===== src/rtl/imem_boot_loader.sv =====
// Boot loader: receives a framed, checksummed byte stream, writes 32-bit little-endian words
// into instruction memory and releases the CPU from reset once a whole frame has been accepted.
`timescale 1ns/1ps
module imem_boot_loader #(
  parameter int unsigned ADDR_W  = 8,
  parameter int unsigned TIMEOUT = 1000000
) (
  input  logic              clk,
  input  logic              rst,
  input  logic              rx_valid,
  input  logic [7:0]        rx_data,
  output logic              rx_ready,
  output logic              imem_we,
  output logic [ADDR_W-1:0] imem_addr,
  output logic [31:0]       imem_wdata,
  output logic              cpu_rst,
  output logic              done,
  output logic              err
);

  localparam int unsigned     LEN_W     = 16;
  localparam int unsigned     TO_W      = $clog2(TIMEOUT);
  localparam logic [TO_W-1:0] TO_LAST   = TO_W'(TIMEOUT - 1);
  localparam logic [LEN_W:0]  MAX_WORDS = (LEN_W + 1)'(1) << ADDR_W;
  localparam logic [7:0]      SYNC      = 8'hA5;

  typedef enum logic [2:0] {IDLE, LEN0, LEN1, DATA, CSUM, RUN, ERR} stateT;

  stateT             state;
  logic [LEN_W-1:0]  len;
  logic [7:0]        sum;
  logic [ADDR_W-1:0] wordIdx;
  logic [1:0]        byteIdx;
  logic [23:0]       wordBuf;
  logic [TO_W-1:0]   idleCnt;

  logic              accept;
  logic              timed;
  logic              lastWord;
  logic [LEN_W-1:0]  lenFull;
  logic              lenBad;

  assign accept   = rx_valid & rx_ready;
  assign timed    = (state == LEN0) | (state == LEN1) | (state == DATA) | (state == CSUM);
  assign lastWord = (LEN_W'(wordIdx) == (len - LEN_W'(1)));
  assign lenFull  = {rx_data, len[7:0]};
  // Zero-length frames and images larger than the memory are rejected up front
  assign lenBad   = (lenFull == '0) | ({1'b0, lenFull} > MAX_WORDS);

  always_ff @(posedge clk or posedge rst) begin
    if (rst) begin
      state      <= IDLE;
      rx_ready   <= 1'b0;
      imem_we    <= 1'b0;
      imem_addr  <= '0;
      imem_wdata <= '0;
      cpu_rst    <= 1'b1;
      done       <= 1'b0;
      err        <= 1'b0;
      len        <= '0;
      sum        <= '0;
      wordIdx    <= '0;
      byteIdx    <= '0;
      wordBuf    <= '0;
      idleCnt    <= '0;
    end else begin
      imem_we  <= 1'b0;
      rx_ready <= (state != RUN);

      if (accept || !timed) idleCnt <= '0;
      else                  idleCnt <= idleCnt + TO_W'(1);

      case (state)
        IDLE: begin
          if (accept && (rx_data == SYNC)) state <= LEN0;
        end
        LEN0: begin
          if (accept) begin
            len[7:0] <= rx_data;
            sum      <= rx_data;
            state    <= LEN1;
          end
        end
        LEN1: begin
          if (accept) begin
            len[15:8] <= rx_data;
            sum       <= sum + rx_data;
            wordIdx   <= '0;
            byteIdx   <= '0;
            if (lenBad) begin
              state <= ERR;
              err   <= 1'b1;
            end else begin
              state <= DATA;
            end
          end
        end
        DATA: begin
          if (accept) begin
            sum     <= sum + rx_data;
            byteIdx <= byteIdx + 2'd1;
            case (byteIdx)
              2'd0: wordBuf[7:0]   <= rx_data;
              2'd1: wordBuf[15:8]  <= rx_data;
              2'd2: wordBuf[23:16] <= rx_data;
              default: begin
                imem_we    <= 1'b1;
                imem_addr  <= wordIdx;
                imem_wdata <= {rx_data, wordBuf};
                wordIdx    <= wordIdx + ADDR_W'(1);
                if (lastWord) state <= CSUM;
              end
            endcase
          end
        end
        CSUM: begin
          if (accept) begin
            if (rx_data == sum) begin
              state    <= RUN;
              rx_ready <= 1'b0;
              cpu_rst  <= 1'b0;
              done     <= 1'b1;
            end else begin
              state <= ERR;
              err   <= 1'b1;
            end
          end
        end
        RUN: ;
        ERR: begin
          if (accept && (rx_data == SYNC)) begin
            state <= LEN0;
            err   <= 1'b0;
          end
        end
        default: state <= IDLE;
      endcase

      // Abort a stalled frame; an accepted byte in the same cycle takes precedence
      if (timed && !accept && (idleCnt == TO_LAST)) state <= IDLE;
    end
  end

endmodule


===== config.mk =====
export PLATFORM = sky130hd
export DESIGN_NAME = imem_boot_loader
export DESIGN_NICKNAME = d
export VERILOG_FILES = /design/src/rtl/imem_boot_loader.sv
export SDC_FILE = /design/constraint.sdc
export NUM_CORES = 1
export LEC_CHECK = 0
export ABC_AREA = 1
export BUFFER_PORTS_ARGS = -buffer_cell sky130_fd_sc_hd__buf_4
export CORE_MARGIN = 10
export CORE_UTILIZATION = 25
export DETAILED_ROUTE_END_ITERATION = 7
export PLACE_DENSITY_LB_ADDON = 0.3
export SETUP_SLACK_MARGIN = 0.4
export SLEW_MARGIN = 40
export SYNTH_ARGS = -nofsm -noshare
export SYNTH_HDL_FRONTEND = slang
export SYNTH_SLANG_ARGS = --single-unit

===== constraint.sdc =====
create_clock -name clk -period 3.5 [get_ports clk]
set_input_delay 0.175 -clock clk [delete_from_list [all_inputs] [get_ports clk]]
set_output_delay 0.175 -clock clk [all_outputs]
set_load 0.1 [all_outputs]

==> qor.csv <==
metric,value,unit
syn_nets,789,
antenna violations before repair,0,
synth top area cells,"dfrtp_1 51%, nand2_1 16%, o21ai_0 5.0%, nor2_1 4.2%, inv_1 4.1%",
worst slew pin tran,0.560,ns
run status,completed,
fin. max-slew vios,0,
Synth top area share,0.507,
GRT Total Usage,0.103,
drt total wl,15400,um
synthesized area per cell,8.10,um^2
Final Hold Viols,0,
post-layout min period,2.40,ns
Mapped Area,6170,um^2
cell row count,57,
Final period util,0.685,
share of cells above drive strength 1,0.144,
number of vias after detailed routing,4969,
Clock Pin Slew Worst Setup and Hold Paths,0.06,ns
R2R Path End,wordIdx[0]$_DFFE_PP0P_,
WHS Endpoint,sum[1]$_DFFE_PP0P_,
CTS root buffer,clkbuf_16,
Final setup viols,0,
# DRC,0,
Worst EP required,3.84,ns
slew margin rel.,0.626,
Post-synth EDFFs,0,
Inserted Clock Buffers,17,
Peak supply drop,0.744,mV
crit-path max FO,55,
clock tree buffer depth,2,
Fin Setup TNS,0,ns
Cells after Synth,762,
register area share after synthesis,0.511,
nets,854,
total grt overflow,0,
most instantiated cells after synthesis,"256 x nand2_1, 125 x dfrtp_1, 69 x nor2_1",
Async SR Flop Fraction,1.00,
Worst Setup Path Type,flip-flop to flip-flop,
Initial Util,0.254,
CP Launch Point,state[0]$_DFFE_PP0P_,
Worst Min Path Start,rx_data[1],
crit path capture type,flip-flop,
Worst R2R Path Depth,10,
CTS Sinks,126,
library cells used by synthesis,43,
dominant cell type by area after synthesis,dfrtp_1,
Syn-to-layout area delta,23.0,%
startpoint types,flip-flop,
die area,31400,um^2
DR vias/cell,4.27,
DRT antenna net count,0,
DP HPWL,11100,um
port bufs,55,
Yosys reg bits,126,
1st-iter DRT viols,282,
1st-pass router iterations,4,
"Warnings, synthesis",0,
WP data arrival,2.74,ns
PwrDens,881,nW/um^2
CTS tree,done,
clock skew,0.00994,ns
Hold Crit Class,primary input to flip-flop,
gpl congestion,0.776,
Core ar.,24300,um^2
FMAX,0.417,GHz
Die H,177,um
max_cap viols,0,
most frequent cell after synthesis,nand2_1,
Clock Latency Late Sink,0.42,ns
RSZ-0062 raised after global routing,false,
commonest register cell after synthesis,dfrtp_1,
reg2reg start,state[0]$_DFFE_PP0P_,
n_diodes,0,
wire per inst,13.2,um
"setup slack, reg-to-reg",1.10,ns
largest net degree at the start of global routing,56,
total design power,0.00669,W
first-pass GRT wire length,26100,um
Die Wd,177,um
via count of the first global-routing pass,5016,
hold depth,3,
H-Tree Depth,4,
Ports,56,
P_leak,3.72,nW
==> metal layers <==
layer  wire length [um]  share of wire  track usage  vias up
met2               7070           0.46        0.157       79
met1               7310           0.48        0.136     2308
li1                   -              -            -     2573
met4                 99         0.0064       0.0301        0
met5                  0              0            0        -
met3                870          0.057       0.0329        9
==> sequential cells by signal, indices dropped and copies added, names as in the netlist <==
signal,flops
imem_wdata,32
wordBuf,24
idleCnt,20
len,16
imem_addr,8
sum,8
wordIdx,8
state,3
byteIdx,2
cpu_rst,1
done,1
err,1
imem_we,1
rx_ready,1
==> report_power, final <==
group | switching [W] | internal (W) | total (W)
Sequential | 0.000332 | 0.00186 | 0.00219
Clock | 0.000707 | 0.00101 | 0.00171
Combinational | 0.00201 | 0.000776 | 0.00278
==> worst max-delay path: stages, from the launching register on <==
cell and delay (ns):
dfrtp_1 0.43, inv_1 0.14, nand2_2 0.09, nor2_4 0.13, nand2_2 0.28, o21ai_4 0.18
nand2_4 0.10, nor2_8 0.32, inv_4 0.28, nor2_1 0.19, o21bai_1 0.12
==> kinds of logic after synthesis <==
kind of cell    after synthesis  synth area share
compound gates              115             0.100
xor+xnor                     16            0.0227
fa+ha+maj                    16            0.0336
buf+inv                      90            0.0584
flops                       126             0.511
simple gates                399             0.274
==> placed cells by master, fill, tap and decap left out, types with 3 or more instances in the layout <==
master and n:
nand4_1 10, inv_6 6, ha_1 15, nor3_1 13
nor2_2 7, nand3_1 27, nor2_1 69, clkinvlp_4 5
xor2_1 9, nand2_1 256, o21ai_1 16, inv_1 67
clkbuf_16 17, dfrtp_1 125, inv_4 3, buf_4 58
xnor2_1 7, o21ai_0 62, nand3b_1 3, a21oi_1 26
==> how the worst max path moves through the flow <==
stage,endpoint,depth (start not counted)
after CTS,wordIdx[0]$_DFFE_PP0P_,10
after global routing,wordIdx[0]$_DFFE_PP0P_,10
final,wordIdx[0]$_DFFE_PP0P_,10
after global placement,wordIdx[0]$_DFFE_PP0P_,10
after floorplan,wordIdx[6]$_DFFE_PP0P_,11
after detailed placement,wordIdx[0]$_DFFE_PP0P_,10
==> through the flow <==
stage	std cells	setup WS (ns)	hold slack, ns	area [um^2]	utilization
floorplan	762	1.16	0.329	6180	-
finish	1164	1.10	0.0445	7590	0.312
CTS	1164	1.08	0.0431	7590	0.312
global placement	1129	1.15	0.441	6960	0.286
detailed placement	1131	1.11	0.0758	7010	0.288
global route	1164	0.855	0.0553	7590	0.312
==> cell type report <==
type / instances / area (um^2)
Clock buffer: 18 / 439
Tap cell: 324 / 405
Inverter: 74 / 289
Multi-Input combinational cell: 546 / 2660
Sequential cell: 126 / 3150
Fill cell: 2598 / 16700
Timing Repair Buffer: 62 / 513
Clock inverter: 14 / 131
==> timing repair <==
action | CTS | global route
setup buffers | 0 | 0
hold endpoints to repair | 28 | 0
gates resized for setup | 0 | 0
hold buffers | 1 | 0
Note: power is estimated with default switching activity, not from simulation.
